[src/rtl/fp_accum_sequencer_if.sv]
// Bundle of the three handshakes around the accumulator: operand stream in,
// floating-point adder request/response, and sum stream out.
interface fp_accum_sequencer_if #(
  parameter int COUNT_W = 16
);
  // Valid/ready: a beat transfers on the rising clock edge where valid and
  // ready are both high; a producer holds data stable while valid is high.
  logic [31:0]        InData;
  logic               InValid;
  logic               InLast;
  logic               InReady;

  logic [31:0]        AddendA;
  logic [31:0]        AddendB;
  logic               Go;
  logic [31:0]        Result;
  logic               AdderReady;
  logic               AdderZero;
  logic               AdderInf;
  logic               AdderNan;

  logic [31:0]        SumOut;
  logic               SumValid;
  logic               SumReady;
  logic               SumZero;
  logic               SumInf;
  logic               SumNan;
  logic               Error;
  logic [COUNT_W-1:0] ElemCount;

  modport slave (
    input  InData, InValid, InLast,
    input  Result, AdderReady, AdderZero, AdderInf, AdderNan,
    input  SumReady,
    output InReady, AddendA, AddendB, Go,
    output SumOut, SumValid, SumZero, SumInf, SumNan, Error, ElemCount
  );

  modport master (
    output InData, InValid, InLast,
    output Result, AdderReady, AdderZero, AdderInf, AdderNan,
    output SumReady,
    input  InReady, AddendA, AddendB, Go,
    input  SumOut, SumValid, SumZero, SumInf, SumNan, Error, ElemCount
  );
endinterface

[src/rtl/fp_accum_sequencer.sv]
// Streaming float accumulator: feeds each operand plus the running sum to an
// external adder, captures the result, and emits the sum at end of sequence.
module fp_accum_sequencer #(
  parameter int TIMEOUT = 64,
  parameter int COUNT_W = 16
) (
  input  logic                Clock,
  input  logic                Reset,
  fp_accum_sequencer_if.slave bus,
  output logic [2:0]          o_dbg_state
);

  localparam int TW = $clog2(TIMEOUT) + 1;

  typedef enum logic [2:0] {
    S_IDLE   = 3'd0,
    S_GO     = 3'd1,
    S_SETTLE = 3'd2,
    S_WAIT   = 3'd3,
    S_DONE   = 3'd4,
    S_ERR    = 3'd5
  } state_t;

  state_t             r_state;
  state_t             w_next;
  logic               r_in_ready;
  logic [31:0]        r_acc;
  logic [31:0]        r_addend_a;
  logic [31:0]        r_addend_b;
  logic               r_last;
  logic [TW-1:0]      r_timer;
  logic               r_zero;
  logic               r_inf;
  logic               r_nan;
  logic [COUNT_W-1:0] r_count;
  logic               w_capture;
  logic               w_adder_done;
  logic               w_ack;

  always_comb begin
    w_next       = r_state;
    w_capture    = 1'b0;
    w_adder_done = 1'b0;
    w_ack        = 1'b0;
    case (r_state)
      S_IDLE: begin
        if (bus.InValid && r_in_ready) begin
          w_capture = 1'b1;
          w_next    = S_GO;
        end
      end
      S_GO:     w_next = S_SETTLE;
      // The adder's Ready may still be high from the previous operation here.
      S_SETTLE: w_next = S_WAIT;
      S_WAIT: begin
        if (bus.AdderReady) begin
          w_adder_done = 1'b1;
          w_next       = r_last ? S_DONE : S_IDLE;
        end else if (r_timer == TW'(TIMEOUT - 1)) begin
          w_next = S_ERR;
        end
      end
      S_DONE, S_ERR: begin
        if (bus.SumReady) begin
          w_ack  = 1'b1;
          w_next = S_IDLE;
        end
      end
      default: w_next = S_IDLE;
    endcase
  end

  always_ff @(posedge Clock or negedge Reset) begin
    if (!Reset) begin
      r_state    <= S_IDLE;
      r_in_ready <= 1'b0;
      r_acc      <= 32'h0000_0000;
      r_addend_a <= 32'h0000_0000;
      r_addend_b <= 32'h0000_0000;
      r_last     <= 1'b0;
      r_timer    <= '0;
      r_zero     <= 1'b0;
      r_inf      <= 1'b0;
      r_nan      <= 1'b0;
      r_count    <= '0;
    end else begin
      r_state    <= w_next;
      r_in_ready <= (w_next == S_IDLE);
      if (w_capture) begin
        r_addend_a <= r_acc;
        r_addend_b <= bus.InData;
        r_last     <= bus.InLast;
      end
      if (r_state == S_SETTLE) begin
        r_timer <= '0;
      end else if (r_state == S_WAIT) begin
        r_timer <= r_timer + TW'(1);
      end
      if (w_adder_done) begin
        r_acc  <= bus.Result;
        r_zero <= bus.AdderZero;
        r_inf  <= bus.AdderInf;
        r_nan  <= r_nan | bus.AdderNan;
        if (r_count != {COUNT_W{1'b1}}) begin
          r_count <= r_count + COUNT_W'(1);
        end
      end
      // Acceptance of the sum starts the next sequence from +0.0.
      if (w_ack) begin
        r_acc   <= 32'h0000_0000;
        r_zero  <= 1'b0;
        r_inf   <= 1'b0;
        r_nan   <= 1'b0;
        r_count <= '0;
      end
    end
  end

  assign bus.InReady   = r_in_ready;
  assign bus.AddendA   = r_addend_a;
  assign bus.AddendB   = r_addend_b;
  assign bus.Go        = (r_state == S_GO);
  assign bus.SumOut    = r_acc;
  assign bus.SumValid  = (r_state == S_DONE) || (r_state == S_ERR);
  assign bus.Error     = (r_state == S_ERR);
  assign bus.SumZero   = r_zero;
  assign bus.SumInf    = r_inf;
  assign bus.SumNan    = r_nan;
  assign bus.ElemCount = r_count;
  assign o_dbg_state   = r_state;

endmodule

[src/flat_wrapper.sv]
// flat-port wrapper written by rule: the top's interface ports become plain ports
module fp_accum_sequencer_flat 
#(
  parameter int TIMEOUT = 64,
  parameter int COUNT_W = 16
)
  (Clock, Reset, o_dbg_state, bus_InData, bus_InValid, bus_InLast, bus_Result, bus_AdderReady, bus_AdderZero, bus_AdderInf, bus_AdderNan, bus_SumReady, bus_InReady, bus_AddendA, bus_AddendB, bus_Go, bus_SumOut, bus_SumValid, bus_SumZero, bus_SumInf, bus_SumNan, bus_Error, bus_ElemCount);
  fp_accum_sequencer_if #(.COUNT_W(COUNT_W)) bus_i ();
  input  logic Clock;
  input  logic Reset;
  output logic [2:0] o_dbg_state;
  input wire logic [$bits(bus_i.InData)-1:0] bus_InData;
  input wire logic [$bits(bus_i.InValid)-1:0] bus_InValid;
  input wire logic [$bits(bus_i.InLast)-1:0] bus_InLast;
  input wire logic [$bits(bus_i.Result)-1:0] bus_Result;
  input wire logic [$bits(bus_i.AdderReady)-1:0] bus_AdderReady;
  input wire logic [$bits(bus_i.AdderZero)-1:0] bus_AdderZero;
  input wire logic [$bits(bus_i.AdderInf)-1:0] bus_AdderInf;
  input wire logic [$bits(bus_i.AdderNan)-1:0] bus_AdderNan;
  input wire logic [$bits(bus_i.SumReady)-1:0] bus_SumReady;
  output wire logic [$bits(bus_i.InReady)-1:0] bus_InReady;
  output wire logic [$bits(bus_i.AddendA)-1:0] bus_AddendA;
  output wire logic [$bits(bus_i.AddendB)-1:0] bus_AddendB;
  output wire logic [$bits(bus_i.Go)-1:0] bus_Go;
  output wire logic [$bits(bus_i.SumOut)-1:0] bus_SumOut;
  output wire logic [$bits(bus_i.SumValid)-1:0] bus_SumValid;
  output wire logic [$bits(bus_i.SumZero)-1:0] bus_SumZero;
  output wire logic [$bits(bus_i.SumInf)-1:0] bus_SumInf;
  output wire logic [$bits(bus_i.SumNan)-1:0] bus_SumNan;
  output wire logic [$bits(bus_i.Error)-1:0] bus_Error;
  output wire logic [$bits(bus_i.ElemCount)-1:0] bus_ElemCount;
  assign bus_i.InData = bus_InData;
  assign bus_i.InValid = bus_InValid;
  assign bus_i.InLast = bus_InLast;
  assign bus_i.Result = bus_Result;
  assign bus_i.AdderReady = bus_AdderReady;
  assign bus_i.AdderZero = bus_AdderZero;
  assign bus_i.AdderInf = bus_AdderInf;
  assign bus_i.AdderNan = bus_AdderNan;
  assign bus_i.SumReady = bus_SumReady;
  assign bus_InReady = bus_i.InReady;
  assign bus_AddendA = bus_i.AddendA;
  assign bus_AddendB = bus_i.AddendB;
  assign bus_Go = bus_i.Go;
  assign bus_SumOut = bus_i.SumOut;
  assign bus_SumValid = bus_i.SumValid;
  assign bus_SumZero = bus_i.SumZero;
  assign bus_SumInf = bus_i.SumInf;
  assign bus_SumNan = bus_i.SumNan;
  assign bus_Error = bus_i.Error;
  assign bus_ElemCount = bus_i.ElemCount;
  fp_accum_sequencer #(.TIMEOUT(TIMEOUT), .COUNT_W(COUNT_W)) u_core (.Clock(Clock), .Reset(Reset), .bus(bus_i), .o_dbg_state(o_dbg_state));
endmodule
[config.mk]
export PLATFORM = sky130hd
export DESIGN_NAME = fp_accum_sequencer_flat
export DESIGN_NICKNAME = d
export VERILOG_FILES = /design/src/rtl/fp_accum_sequencer_if.sv /design/src/rtl/fp_accum_sequencer.sv /design/src/flat_wrapper.sv
export SDC_FILE = /design/constraint.sdc
export NUM_CORES = 1
export LEC_CHECK = 0
export CORE_UTILIZATION = 48
export CTS_CLUSTER_SIZE = 10
export DETAILED_ROUTE_END_ITERATION = 8
export PLACE_DENSITY = 0.86
export SLEW_MARGIN = 20
export SYNTH_ARGS = -nofsm -noshare
export SYNTH_HDL_FRONTEND = slang
export SYNTH_SLANG_ARGS = --single-unit
export TNS_END_PERCENT = 100
[constraint.sdc]
create_clock -name Clock -period 4.1 [get_ports Clock]
set_input_delay 0.82 -clock Clock [delete_from_list [all_inputs] [get_ports Clock]]
set_output_delay 0.82 -clock Clock [all_outputs]
set_load 0.005 [all_outputs]
# ---- After elaboration in Yosys (flattened, before gate mapping)
# Index checks and enable logic that the tools add are counted.
dict set report word_totals {
  ff_bits 127
  inputBits 73
  output_inout_bits 122
  word_cells 55
}
dict set report classes {
  add_sub_neg 2
  n_eq_ne 7
  n_mux 25
  bitwise_logic 1
  reduce_logical 9
}
# cell count
set op_table {}
lappend op_table {{32-bit 2-to-1 mux} 2}
lappend op_table {{16-bit 2-to-1 mux} 3}
lappend op_table {{16-bit by 1-bit adder with 16-bit output, second input constant} 1}
lappend op_table {{16-bit != test, second input constant} 1}
lappend op_table {{3-bit 2-to-1 mux} 5}
lappend op_table {{3-bit one-hot mux with 5 select lines} 1}
lappend op_table {{7-bit 2-to-1 mux} 2}
lappend op_table {{1-bit 2-to-1 mux} 12}
lappend op_table {{7-bit by 1-bit adder with 7-bit output, second input constant} 1}
lappend op_table {{7-bit by 6-bit == test with 1-bit output, second input constant} 1}
lappend op_table {{3-bit by 2-bit == test with 1-bit output, second input constant} 2}
lappend op_table {{3-bit == test, second input constant} 2}
lappend op_table {{3-bit logical NOT} 2}
lappend op_table {{2-bit nonzero test} 3}
lappend op_table {{3-bit by 1-bit == test with 1-bit output, second input constant} 1}
lappend op_table {{2-bit AND reduction} 1}
lappend op_table {{2-bit OR reduction} 1}
lappend op_table {{1-bit logical AND} 1}
lappend op_table {{1-bit logical OR} 1}
lappend op_table {{1-bit OR} 1}

# ---- Longest topological paths before layout
dict set report depth {
  ltp_word 5
  depth_mapped 6
  ltp_nobuf 5
}

# ---- Worst setup path before layout
# OpenSTA, ideal clock, no wires.
dict set report synth_timing {
  path_type {input port to flip-flop}
  start {in bus_AdderReady}
  end {reg u_core.r_count[13] (netlist: u_core.bus.ElemCount[13])}
  setup_time_ns 0.066
  arrival_ns 2.136
  t_required_ns 4.034
  slack_ns 1.898
  cell_stages 5
  n_path_buf 1
  cell_sequence {nand4b_4 or4_1 clkbuf_2 or4_1 nand2_1}
}
dict set report synth_between {
  elab_chain_len 4
}
# item line
set synth_lines {}
lappend synth_lines {{from (decl)} flat_wrapper.sv:16} ;# input wire logic [$bits(bus_i.AdderReady)-1:0] bus_AdderReady;
lappend synth_lines {{1-bit 2-to-1 mux} fp_accum_sequencer.sv:56} ;# if (bus.AdderReady) begin
lappend synth_lines {{1-bit 2-to-1 mux} fp_accum_sequencer.sv:45} ;# case (r_state)
lappend synth_lines {{2-bit nonzero test (no source line)} -}
lappend synth_lines {{2-bit AND reduction (no source line)} -}
lappend synth_lines {{to (signal assigned)} fp_accum_sequencer.sv:105} ;# r_count <= r_count + COUNT_W'(1);
lappend synth_lines {{to (decl)} fp_accum_sequencer.sv:35} ;# logic [COUNT_W-1:0] r_count;
# No other way between the ends.
# A chain may end at the register's enable or synchronous reset.

# ---- Worst setup path in the final report
dict set report layout_timing {
  start {reg u_core.r_state[2] (netlist: u_core.o_dbg_state[2])}
  end {out bus_Error}
}
dict set report layout_between {
  elab_chain_len 1
}
# item line
set layout_lines {}
lappend layout_lines {{from (decl)} fp_accum_sequencer.sv:24} ;# state_t r_state;
lappend layout_lines {{from (signal assigned)} fp_accum_sequencer.sv:87} ;# r_state <= w_next;
lappend layout_lines {{3-bit == test} fp_accum_sequencer.sv:125} ;# assign bus.Error = (r_state == S_ERR);
lappend layout_lines {{to (decl)} flat_wrapper.sv:30} ;# output wire logic [$bits(bus_i.Error)-1:0] bus_Error;
# No other way between the ends.

==> metrics.cfg <==
[synth]
yosys.area.top_type_share_pct = 60.5
synth_edf_count = 0
async_reset_ff_share_pct = 100
synth_cell_type_count = 44
yosysSeqAreaShare_pct = 60.5
ys_ff_latch = 127
synth-main-ff-cell = dfrtp_1
synth_area_um2 = 5260
synth_cells = 451
yosysWarnings = 0
synth_area_leader_cell = dfrtp_1
synthTopCellsByArea = dfrtp_1 (60%), mux2_2 (14%), nand2_1 (6.0%), a21oi_1 (4.5%), clkbuf_1 (1.0%)
syn_nets = 526
syn_area_per_cell_um2 = 11.7

[critical_path]
critPathLaunchType = flip-flop
critPathCaptureType = primary output
path_buf_inv = 1
required_ns = 3.28
r2r_end = u_core.bus.ElemCount[12]
crit_chain = nor2b_1 > and2_1 > clkdlybuf4s50_1
crit_family = simple AND/OR/NAND/NOR gates
cpPeakStageDelay_ns = 0.54
crit_type = reg -> out
cp_max_fo = 10
r2r-start = u_core.bus.ElemCount[0]
r2r_slack_ns = 1.83
r2r_cells = 5
cp_data_arrival_time_ns = 2.14
crit_path_top_delay_cell = dfrtp_1

[final_layout]
final_common_cell = clkdlybuf4s50_1
regArea_um2 = 3180
fillers = 683
nNetsFinal = 719
final_cell_mix = clkdlybuf4s50_1 (193), dfrtp_1 (127), nand2_1 (84), mux2_2 (65), a21oi_1 (47)
utilization_pct = 75.9
drive_above_1_share_pct = 16.5
multi_input_area_um2 = 1950
layout.cells.non_filler = 792
antenna_cells = 0
final_area_um2 = 7940
area_growth_pct = 51.1

[global_routing]
grt_use_met1_pct = 31.0
track_usage_pct = 25.7
antenna_found_initial = 0
met2_usage_pct = 42.4
grt_pass1_wl_um = 22400
grt-ovfl-total = 0
grt_busiest_layer = met2
first_global_vias = 4446
grt_max_degree = 72
gr-usage-met3_pct = 9.79

[clock_tree]
cts.sinks = 127
tritoncts = done
htree_num_levels = 4
cts_buffers = 17
cts-resized-gates = 0
clkSlewWorstSetupHoldPaths_ns = 0.06
clkLatencyLatePin_ns = 0.52
cts_root_buffer = clkbuf_8
clock_path_buffers = 2
ctsHoldBuffers = 0
cts_setup_buffers = 0

[placed_design]
port_buffers = 194
place_area_um2 = 7320
dp_slack_ns = 1.23
gp_congestion = 0.829
hpwl_um = 9060
place_inst = 761

[pwr]
power_density_nw_per_um2 = 701
p_leak_nw = 3.44
p_total_mw = 5.57
vdd_drop_max_v = 0.000348

[routing]
ant_nets = 0
wl_per_cell_um = 17.3
routed_wl_um = 13700
via_per_inst = 5.39
drt_first_iter_violations = 260
dr.pass1.iters = 5
vias = 4271
drc = 0

[sta]
fmax_mhz = 338
hold_viol_final = 0
rsz0062_at_grt = false
relSlewSlack_pct = 38.9
period_share_pct = 72.2
timing.hold.ws_ns = 0.428
fin_skew_ns = 0.00791
period_minus_slack_ns = 2.96
tns_ns = 0
slew_viol_final = 0
tightest_slew_ns = 0.916
setup_violations = 0
worst_slack_ns = 1.14

[hold_path]
hold_class = in -> async

[floorplanning]
pin_count = 195
die_w_um = 107
num_rows = 37
start_util_pct = 50.2
die_area_um2 = 11400
die_h_um = 107
core_um2 = 10500

[outcome]
outcome = finished clean

[job]
drv_cap = 0

==> cell families after synthesis <==
logic type / after synthesis / synth area share [%]
muxes: 70 / 14.9
buffers and inverters: 33 / 2.71
DFF: 127 / 60.5
AOI/OAI and AO/OA: 78 / 8.62
adders and majority gates: 2 / 0.476
and+or+nand+nor: 141 / 12.8
==> report_power, final <==
group / switching, mW / internal (mW)
Combinational: 0.690 / 1.21
Sequential: 0.353 / 1.73
Clock: 0.525 / 1.06
Total: 1.57 / 4.00
==> area by class of cell <==
class / count / area share, %
clock buffer: 20 / 5.48
sequential: 127 / 40.0
inverter: 8 / 0.378
timing repair buffer: 199 / 25.1
tap: 136 / 2.14
clock inverter: 11 / 2.38
multi-input combinational: 291 / 24.5
==> synth_stat cells (2+ instances only) <==
cell        n
buf_1       3
dfrtp_1   127
o211ai_1    3
nand2b_1    3
or4_1       7
nor4_1      6
buf_2       5
mux2_2     65
and2_1      2
nand2_1    84
nor3_1      7
clkbuf_1   14
o41ai_1     2
a21oi_1    47
a31oi_1     2
nand4_1     3
or3_1       3
nor2_1     10
o31ai_1     5
or2_2       2
o21ai_0    10
mux2i_1     5
inv_1       8
ha_1        2
nand3_1     7
==> per-layer routing <==
metal	routed length, um	vias up	part of all wire [%]
met5	0	-	0
met3	1060	29	7.7
li1	-	1975	-
met2	6950	187	51
met1	5460	2080	40
met4	249	0	1.8
==> state kept, by name, indices dropped and copies added, names as in the netlist, 3 cells and up <==
register	count
u_core.bus.AddendA	32
u_core.bus.AddendB	32
u_core.bus.ElemCount	16
u_core.bus.SumOut	32
u_core.o_dbg_state	3
u_core.r_timer	7
==> how the worst max path moves through the flow <==
stage,depth (start not counted),from,to
global route,3,u_core.o_dbg_state[2],bus_Error
floorplan,5,bus_AdderReady,u_core.bus.ElemCount[13]
global placement,5,bus_AdderReady,u_core.bus.ElemCount[13]
detailed placement,5,bus_AdderReady,u_core.bus.ElemCount[13]
CTS,3,u_core.o_dbg_state[2],bus_Error
finish,3,u_core.o_dbg_state[2],bus_Error
Note: power is estimated with default switching activity, not from simulation.
